===== src/rtl/dual_issue_scheduler_pkg.sv =====
// Shared types and helpers for the dual-issue scheduler.
// The instruction record layout is {pc, ctl_t}. ctl_t holds every field
// the pairing logic inspects, so pc always sits directly above it.
package dual_issue_pkg;

    localparam int REG_W    = 5;
    localparam int CTL_W    = 3 * REG_W + 4;   // rs, rt, dest, 4 flag bits
    localparam int PC_LSB   = CTL_W;
    localparam int PC_W_DEF = 32;
    localparam int INFO_W   = PC_W_DEF + CTL_W;

    // Low part of a record, MSB to LSB.
    typedef struct packed {
        logic [REG_W-1:0] rs;
        logic [REG_W-1:0] rt;
        logic [REG_W-1:0] dest;
        logic             regwrite;
        logic             is_load;
        logic             is_mem;
        logic             is_branch;
    } ctl_t;

    // A load in EX cannot forward to an instruction that issues now if it
    // reads the load's destination. r0 is never a real dependency.
    function automatic logic loaduse(
        input logic [REG_W-1:0] rs,
        input logic [REG_W-1:0] rt,
        input logic             ex_load1,
        input logic [REG_W-1:0] ex_dest1,
        input logic             ex_load2,
        input logic [REG_W-1:0] ex_dest2
    );
        return (ex_load1 && ex_dest1 != '0 && (ex_dest1 == rs || ex_dest1 == rt)) ||
               (ex_load2 && ex_dest2 != '0 && (ex_dest2 == rs || ex_dest2 == rt));
    endfunction

endpackage


===== src/rtl/dual_issue_scheduler_if.sv =====
// Decode, EX-hazard and issue signals of the dual-issue scheduler.
// slave is the scheduler side; master is the pipeline surrounding it.
interface dual_issue_if
    import dual_issue_pkg::*;
#(
    parameter int PC_W   = 32,
    parameter int INFO_W = PC_W + CTL_W
);
    logic              flush;
    logic              stall;
    logic              in_valid0;
    logic              in_valid1;
    logic [INFO_W-1:0] in_info0;
    logic [INFO_W-1:0] in_info1;
    logic              in_ready;
    logic              ex_load1;
    logic              ex_load2;
    logic [REG_W-1:0]  ex_dest1;
    logic [REG_W-1:0]  ex_dest2;
    logic              iss_valid0;
    logic              iss_valid1;
    logic [INFO_W-1:0] iss_info0;
    logic [INFO_W-1:0] iss_info1;

    modport slave (
        input  flush, stall, in_valid0, in_valid1, in_info0, in_info1,
               ex_load1, ex_load2, ex_dest1, ex_dest2,
        output in_ready, iss_valid0, iss_valid1, iss_info0, iss_info1
    );

    modport master (
        output flush, stall, in_valid0, in_valid1, in_info0, in_info1,
               ex_load1, ex_load2, ex_dest1, ex_dest2,
        input  in_ready, iss_valid0, iss_valid1, iss_info0, iss_info1
    );
endinterface


===== src/rtl/dual_issue_scheduler_pair_check.sv =====
// Combinational issue decision for the two oldest buffered instructions.
// H0 may go alone; H1 only goes alongside H0 when the forwarding network
// can resolve everything between them.
module pair_check
    import dual_issue_pkg::*;
(
    input  logic             i_en,
    input  logic             i_h0_vld,
    input  logic             i_h1_vld,
    input  ctl_t             i_h0,
    input  ctl_t             i_h1,
    input  logic             i_ex_load1,
    input  logic [REG_W-1:0] i_ex_dest1,
    input  logic             i_ex_load2,
    input  logic [REG_W-1:0] i_ex_dest2,
    output logic             o_go0,
    output logic             o_go1
);
    logic w_lu0, w_lu1, w_raw, w_waw, w_mem2, w_unused;

    assign w_lu0 = loaduse(i_h0.rs, i_h0.rt, i_ex_load1, i_ex_dest1, i_ex_load2, i_ex_dest2);
    assign w_lu1 = loaduse(i_h1.rs, i_h1.rt, i_ex_load1, i_ex_dest1, i_ex_load2, i_ex_dest2);

    // H1 would read H0's result in the same EX cycle: nothing to forward from.
    assign w_raw  = i_h0.regwrite && i_h0.dest != '0 &&
                    (i_h0.dest == i_h1.rs || i_h0.dest == i_h1.rt);
    assign w_waw  = i_h0.regwrite && i_h1.regwrite && i_h0.dest == i_h1.dest;
    // Only one memory port downstream.
    assign w_mem2 = i_h0.is_mem && i_h1.is_mem;

    assign o_go0 = i_en && i_h0_vld && !w_lu0;
    // A branch at H0 goes alone so nothing younger slips past a redirect.
    assign o_go1 = o_go0 && i_h1_vld && !w_lu1 && !w_raw && !w_waw &&
                   !w_mem2 && !i_h0.is_branch;

    // Fields carried in the record but not needed for pairing.
    assign w_unused = ^{i_h0.is_load, i_h1.is_load, i_h1.is_branch};
endmodule


===== src/rtl/dual_issue_scheduler.sv =====
// In-order issue buffer between decode and ID/EX. Holds up to DEPTH
// records in a circular buffer and issues 0, 1 or 2 of the oldest per
// cycle through registered issue slots. DEPTH must be a power of 2, >= 4.
module dual_issue_scheduler
    import dual_issue_pkg::*;
#(
    parameter int DEPTH  = 4,
    parameter int PC_W   = 32,
    parameter int INFO_W = PC_W + CTL_W
)(
    input logic        clk,
    input logic        rst,
    dual_issue_if.slave bus
);
    localparam int PTR_W = $clog2(DEPTH);
    localparam int CNT_W = PTR_W + 1;
    localparam logic [CNT_W-1:0] READY_MAX = CNT_W'(DEPTH - 2);

    logic [INFO_W-1:0] r_buf [DEPTH];
    logic [PTR_W-1:0]  r_head, r_tail;
    logic [CNT_W-1:0]  r_count;
    logic              r_iss_valid0, r_iss_valid1;
    logic [INFO_W-1:0] r_iss_info0, r_iss_info1;

    logic              w_in_ready, w_enq0, w_enq1, w_go0, w_go1;
    logic [PTR_W-1:0]  w_head1, w_tail1;
    logic [CNT_W-1:0]  w_enq_n, w_deq_n;
    logic [INFO_W-1:0] w_h0, w_h1;

    // Room for a whole pair is required, so decode never has to split one.
    assign w_in_ready = r_count <= READY_MAX;
    assign w_enq0     = w_in_ready && bus.in_valid0 && !bus.flush;
    assign w_enq1     = w_enq0 && bus.in_valid1;
    assign w_enq_n    = CNT_W'(w_enq0) + CNT_W'(w_enq1);
    assign w_deq_n    = CNT_W'(w_go0) + CNT_W'(w_go1);

    assign w_head1 = r_head + PTR_W'(1);
    assign w_tail1 = r_tail + PTR_W'(1);
    // Entries past count are stale; pair_check masks them via the vld inputs.
    assign w_h0    = r_buf[r_head];
    assign w_h1    = r_buf[w_head1];

    pair_check u_pair_check (
        .i_en       (!bus.stall && !bus.flush),
        .i_h0_vld   (r_count != '0),
        .i_h1_vld   (r_count >= CNT_W'(2)),
        .i_h0       (ctl_t'(w_h0[CTL_W-1:0])),
        .i_h1       (ctl_t'(w_h1[CTL_W-1:0])),
        .i_ex_load1 (bus.ex_load1),
        .i_ex_dest1 (bus.ex_dest1),
        .i_ex_load2 (bus.ex_load2),
        .i_ex_dest2 (bus.ex_dest2),
        .o_go0      (w_go0),
        .o_go1      (w_go1)
    );

    // Record storage; writes only land in free slots since enqueue needs
    // two free entries, so same-cycle dequeue reads are never disturbed.
    always_ff @(posedge clk) begin
        if (w_enq0) r_buf[r_tail]  <= bus.in_info0;
        if (w_enq1) r_buf[w_tail1] <= bus.in_info1;
    end

    // Pointers and occupancy; flush empties the buffer and rebases to 0.
    always_ff @(posedge clk) begin
        if (rst || bus.flush) begin
            r_head  <= '0;
            r_tail  <= '0;
            r_count <= '0;
        end else begin
            r_tail  <= r_tail + w_enq_n[PTR_W-1:0];
            r_head  <= r_head + w_deq_n[PTR_W-1:0];
            r_count <= r_count + w_enq_n - w_deq_n;
        end
    end

    // Issue slots: load the heads unless downstream is stalled.
    always_ff @(posedge clk) begin
        if (rst) begin
            r_iss_valid0 <= 1'b0;
            r_iss_valid1 <= 1'b0;
            r_iss_info0  <= '0;
            r_iss_info1  <= '0;
        end else if (bus.flush) begin
            r_iss_valid0 <= 1'b0;
            r_iss_valid1 <= 1'b0;
        end else if (!bus.stall) begin
            r_iss_valid0 <= w_go0;
            r_iss_valid1 <= w_go1;
            r_iss_info0  <= w_h0;
            r_iss_info1  <= w_h1;
        end
    end

    assign bus.in_ready   = w_in_ready;
    assign bus.iss_valid0 = r_iss_valid0;
    assign bus.iss_valid1 = r_iss_valid1;
    assign bus.iss_info0  = r_iss_info0;
    assign bus.iss_info1  = r_iss_info1;
endmodule


===== src/flat_wrapper.sv =====
// flat-port wrapper written by rule: the top's interface ports become plain ports
module dual_issue_scheduler_flat import dual_issue_pkg::*;
#(
    parameter int DEPTH  = 4,
    parameter int PC_W   = 32,
    parameter int INFO_W = PC_W + CTL_W
)
  (clk, rst, bus_flush, bus_stall, bus_in_valid0, bus_in_valid1, bus_in_info0, bus_in_info1, bus_ex_load1, bus_ex_load2, bus_ex_dest1, bus_ex_dest2, bus_in_ready, bus_iss_valid0, bus_iss_valid1, bus_iss_info0, bus_iss_info1);
  dual_issue_if #(.PC_W(PC_W), .INFO_W(INFO_W)) bus_i ();
  input logic clk;
  input logic rst;
  input wire logic [$bits(bus_i.flush)-1:0] bus_flush;
  input wire logic [$bits(bus_i.stall)-1:0] bus_stall;
  input wire logic [$bits(bus_i.in_valid0)-1:0] bus_in_valid0;
  input wire logic [$bits(bus_i.in_valid1)-1:0] bus_in_valid1;
  input wire logic [$bits(bus_i.in_info0)-1:0] bus_in_info0;
  input wire logic [$bits(bus_i.in_info1)-1:0] bus_in_info1;
  input wire logic [$bits(bus_i.ex_load1)-1:0] bus_ex_load1;
  input wire logic [$bits(bus_i.ex_load2)-1:0] bus_ex_load2;
  input wire logic [$bits(bus_i.ex_dest1)-1:0] bus_ex_dest1;
  input wire logic [$bits(bus_i.ex_dest2)-1:0] bus_ex_dest2;
  output wire logic [$bits(bus_i.in_ready)-1:0] bus_in_ready;
  output wire logic [$bits(bus_i.iss_valid0)-1:0] bus_iss_valid0;
  output wire logic [$bits(bus_i.iss_valid1)-1:0] bus_iss_valid1;
  output wire logic [$bits(bus_i.iss_info0)-1:0] bus_iss_info0;
  output wire logic [$bits(bus_i.iss_info1)-1:0] bus_iss_info1;
  assign bus_i.flush = bus_flush;
  assign bus_i.stall = bus_stall;
  assign bus_i.in_valid0 = bus_in_valid0;
  assign bus_i.in_valid1 = bus_in_valid1;
  assign bus_i.in_info0 = bus_in_info0;
  assign bus_i.in_info1 = bus_in_info1;
  assign bus_i.ex_load1 = bus_ex_load1;
  assign bus_i.ex_load2 = bus_ex_load2;
  assign bus_i.ex_dest1 = bus_ex_dest1;
  assign bus_i.ex_dest2 = bus_ex_dest2;
  assign bus_in_ready = bus_i.in_ready;
  assign bus_iss_valid0 = bus_i.iss_valid0;
  assign bus_iss_valid1 = bus_i.iss_valid1;
  assign bus_iss_info0 = bus_i.iss_info0;
  assign bus_iss_info1 = bus_i.iss_info1;
  dual_issue_scheduler #(.DEPTH(DEPTH), .PC_W(PC_W), .INFO_W(INFO_W)) u_core (.clk(clk), .rst(rst), .bus(bus_i));
endmodule

===== config.mk =====
export PLATFORM = sky130hd
export DESIGN_NAME = dual_issue_scheduler_flat
export DESIGN_NICKNAME = d
export VERILOG_FILES = /design/src/rtl/dual_issue_scheduler_pkg.sv /design/src/rtl/dual_issue_scheduler_if.sv /design/src/rtl/dual_issue_scheduler_pair_check.sv /design/src/rtl/dual_issue_scheduler.sv /design/src/flat_wrapper.sv
export SDC_FILE = /design/constraint.sdc
export NUM_CORES = 1
export LEC_CHECK = 0
export ABC_AREA = 1
export BUFFER_PORTS_ARGS = -buffer_cell sky130_fd_sc_hd__buf_4
export CAP_MARGIN = 20
export CORE_UTILIZATION = 40
export CTS_BUF_LIST = sky130_fd_sc_hd__clkbuf_4
export CTS_CLUSTER_SIZE = 24
export DETAILED_ROUTE_END_ITERATION = 8
export PLACE_DENSITY_LB_ADDON = 0.1
export SYNTH_ARGS = -nofsm -noshare
export SYNTH_HDL_FRONTEND = slang
export SYNTH_SLANG_ARGS = --single-unit

===== constraint.sdc =====
create_clock -name clk -period 6.7 [get_ports clk]
set_input_delay 1.34 -clock clk [delete_from_list [all_inputs] [get_ports clk]]
set_output_delay 1.34 -clock clk [all_outputs]
set_load 0.02 [all_outputs]

==> results by group <==
Power and ir drop
  • Flop pwr share: ~48%
  • Worst VDD drop: around 0.00011 V
  • Clock Power Share: between 30 and 40%
  • Static leakage: between 8 and 9 nW
  • PwrDens: 234 nW/um2
  • Switching share of power: 27.2%
  • P_int: 3.34 mW
  • Comb power frac: about an eighth
  • Tot Pwr: ~4.6 mW
  • Switching power: between 1 and 1.5 mW

Drt
  • Pre-Repair DR Iteration Count: 5
  • Via density: 5.25
  • Average routed wire per standard cell: between 15 and 20 um
  • DRC: 0
  • Via count: around 15000
  • Iteration-0 DRC count of the detailed router: around 990
  • Routed WL: ~54 mm
  • DRT antenna net count: 0

Min path
  • Cells on Worst Hold Path: 2
  • Hold crit path type: flop to flop
  • Hold endpoint: u_core.bus.iss_valid0$_SDFFE_PP0N_
  • Hold wc startpoint: u_core.bus.iss_valid0$_SDFFE_PP0N_

Place
  • Port bufs: around 220
  • GP Congestion: roughly 0.90
  • Pre-CTS WS: roughly 1.8 ns
  • Number of placed cells counting well taps: roughly 2700
  • Detailed Place HPWL: approximately 33 mm

Setup path
  • Worst path required time: approximately 7.3 ns
  • Worst reg-to-reg path cell count: 24
  • CP startpoint kind: flop
  • CP Capture Type: flop
  • Worst R2R Start: u_core.r_head[0]$_SDFF_PP0_
  • R2R Setup Slk: roughly 1.7 ns
  • CP Class: flop to flop
  • R2R Path End: u_core.r_count[2]$_SDFF_PP0_
  • Crit Path Max Fanout: 128
  • Arr. time, crit path: ~5.6 ns

STA
  • Least-Margin Pin Slew: a little over 1 ns
  • # setup viols final: 0
  • Layout Skew: ~0.091 ns
  • FMAX: ~200 MHz
  • Fin. Hold Viols: 0
  • RSZ-0062 raised after global routing: false
  • Setup TNS: 0 ns
  • Setup ws final: around 1.7 ns
  • Tcrit/Tclk final: between 70 and 80%
  • Worst hold margin: about 0.46 ns
  • Crit path time final: about 5.0 ns
  • Fin. max-slew vios: 0
  • Max transition margin: between 30% and 40%

Synthesis
  • Area of the mapped netlist: 16400 um2
  • Mean post-synth cell area: slightly below 8 um2
  • Synth area leaders: edfxtp_1, nand2_1, dfxtp_1
  • Top cells by count, synth: nand2_1, o21ai_0, edfxtp_1, inv_1, nor2_1
  • Instance count of the mapped netlist: 2100
  • Count leader, synth: nand2_1
  • Register bit total from synthesis: around 320
  • Yosys warnings: 0
  • Yosys top cell area share: 37.4%
  • Largest area contributor in the netlist: edfxtp_1
  • Top_reg_cell synth: edfxtp_1
  • Post-synth EDFFs: 204
  • Sequential fraction of the synthesis area: about 51%
  • Post-Syn Nets: between 2000 and 2500
  • Fraction of registers with async set/reset: 0%
  • Yosys cell types: 33

Die
  • Die Span Y: a little over 200 um
  • FP Rows: 73
  • Die width: just over 200 um
  • # IOs: 225
  • Die ar.: between 40000 and 50000 um2
  • Core Footprint: 40100 um2
  • Starting Density: approximately 41%

Final layout
  • Area growth, synth to finish: 19.4%
  • Final nets: about 2400
  • Share of layout cells above drive strength 1: between 10% and 20%
  • Cell Count, Final, Fillers Out: 2900
  • Fillers: ~4000

Clock network
  • Post-CTS Setup Bufs: 0
  • Clk Latency, worst-skew pair: ~0.8 ns
  • Reg clk slew, reported paths: approximately 0.06 ns
  • Root Buffer: clkbuf_4
  • Clk buf depth: 3
  • Htree depth: 3
  • Cts hold-fix bufs: 0
  • CTS resizes: 0
  • CTS tree: yes
  • Clock sink total: approximately 320
  • Total CTS buffers: 89

Global route
  • GRT Util Overall: 25.8%
  • Initial antenna violation count: 6
  • Maximum number of pins on one net before global-route repair: 129
  • Gr ovfl total: 0
  • Vias in the first global route: around 14000
  • First-pass GRT wire length: 82.0 mm

Status
  • Status: completed

Run
  • Max_cap viols: 0
## power groups by stage
stage | Clock (mW) | Sequential [mW] | Combinational [mW]
2_1_floorplan | 0 | 2.28 | 0.265
3_3_place_gp | 0 | 2.24 | 0.555
3_5_place_dp | 0 | 2.24 | 0.559
4_1_cts | 1.87 | 2.20 | 0.560
5_1_grt | 1.97 | 2.21 | 0.619
6_report | 1.82 | 2.20 | 0.560
## state kept, by name, summed over array words and instances (netlist names)
register and cells:
u_core.r_buf 204, u_core.bus.iss_info0 51, u_core.bus.iss_info1 51, u_core.r_count 3, u_core.r_head 2, u_core.r_tail 2, u_core.bus.iss_valid0 1, u_core.bus.iss_valid1 1
## final cells by class
class	instances	area, um2	share of cell area [%]
flip-flops and latches	315	8360	42.7
multi-input cells	1472	6830	34.9
repair buffers	247	1900	9.69
clock buffers	132	991	5.06
inverters	175	662	3.38
well taps	525	657	3.35
clock inverters	31	184	0.939
diodes	3	7.51	0.0383
## how the worst max path moves through the flow
stage | from | end | slack (ns)
after floorplan | bus_flush | u_core.r_buf[1][0]$_DFFE_PP_ | 0.78
after CTS | u_core.r_head[0]$_SDFF_PP0_ | u_core.r_count[2]$_SDFF_PP0_ | 1.76
final | u_core.r_head[0]$_SDFF_PP0_ | u_core.r_count[2]$_SDFF_PP0_ | 1.74
after global placement | u_core.r_head[0]$_SDFF_PP0_ | u_core.r_count[2]$_SDFF_PP0_ | 1.81
after global routing | u_core.r_head[0]$_SDFF_PP0_ | u_core.r_count[2]$_SDFF_PP0_ | 1.30
after detailed placement | u_core.r_head[0]$_SDFF_PP0_ | u_core.r_count[2]$_SDFF_PP0_ | 1.76
## stage by stage
stage	util, %	instance area, um2
final	48.8	19600
after global routing	48.8	19600
after CTS	48.7	19500
after detailed placement	45.7	18300
after global placement	45.7	18300
after floorplan	-	16400
## layout by cell type, fill, tap and decap left out, types with 4 or more instances in the layout
cell / count
nand2_1: 620
o21ai_0: 376
buf_4: 244
edfxtp_1: 204
inv_1: 169
nor2_1: 142
clkbuf_4: 132
dfxtp_1: 109
nand3_1: 104
a21oi_1: 100
o211ai_1: 41
clkinv_1: 22
a31oi_1: 20
xor2_1: 18
a22oi_1: 8
a221oi_1: 7
inv_2: 6
ha_1: 5
nor3_1: 4
xnor2_1: 4
nor3_2: 4
clkinv_2: 4
## routing by layer
metal,global-route usage [%],up-vias,routed length (um)
li1,-,7493,-
met1,36.5,7060,25200
met2,38.9,570,23700
met3,4.88,88,4090
met4,9.65,4,1130
met5,0,-,30
## critical path: stages, from the launching register on
cell and delay, ns:
dfxtp_4 0.37, inv_6 0.64, nand2_4 0.70, nand2_4 0.43, nand2_1 0.16, nand2_1 0.20
nand2_1 0.08, nand2_1 0.07, nor2_1 0.04, nand3_1 0.09, nand2_1 0.06, nand2_1 0.06
nand2_1 0.05, nor2_1 0.12, nand2_1 0.09, inv_1 0.07, ha_1 0.25, ha_1 0.27
inv_1 0.06, ha_1 0.13, inv_1 0.05, fa_1 0.42, xor2_1 0.16, xor2_1 0.16
nor2_1 0.05
## kinds of logic after synthesis
group           share of synthesized area, %
xor+xnor                                1.18
fa+ha+maj                              0.626
buf+inv                                 7.78
flops                                   50.9
simple gates                            21.3
compound gates                          18.2
Power figures use the tool's default switching activity.
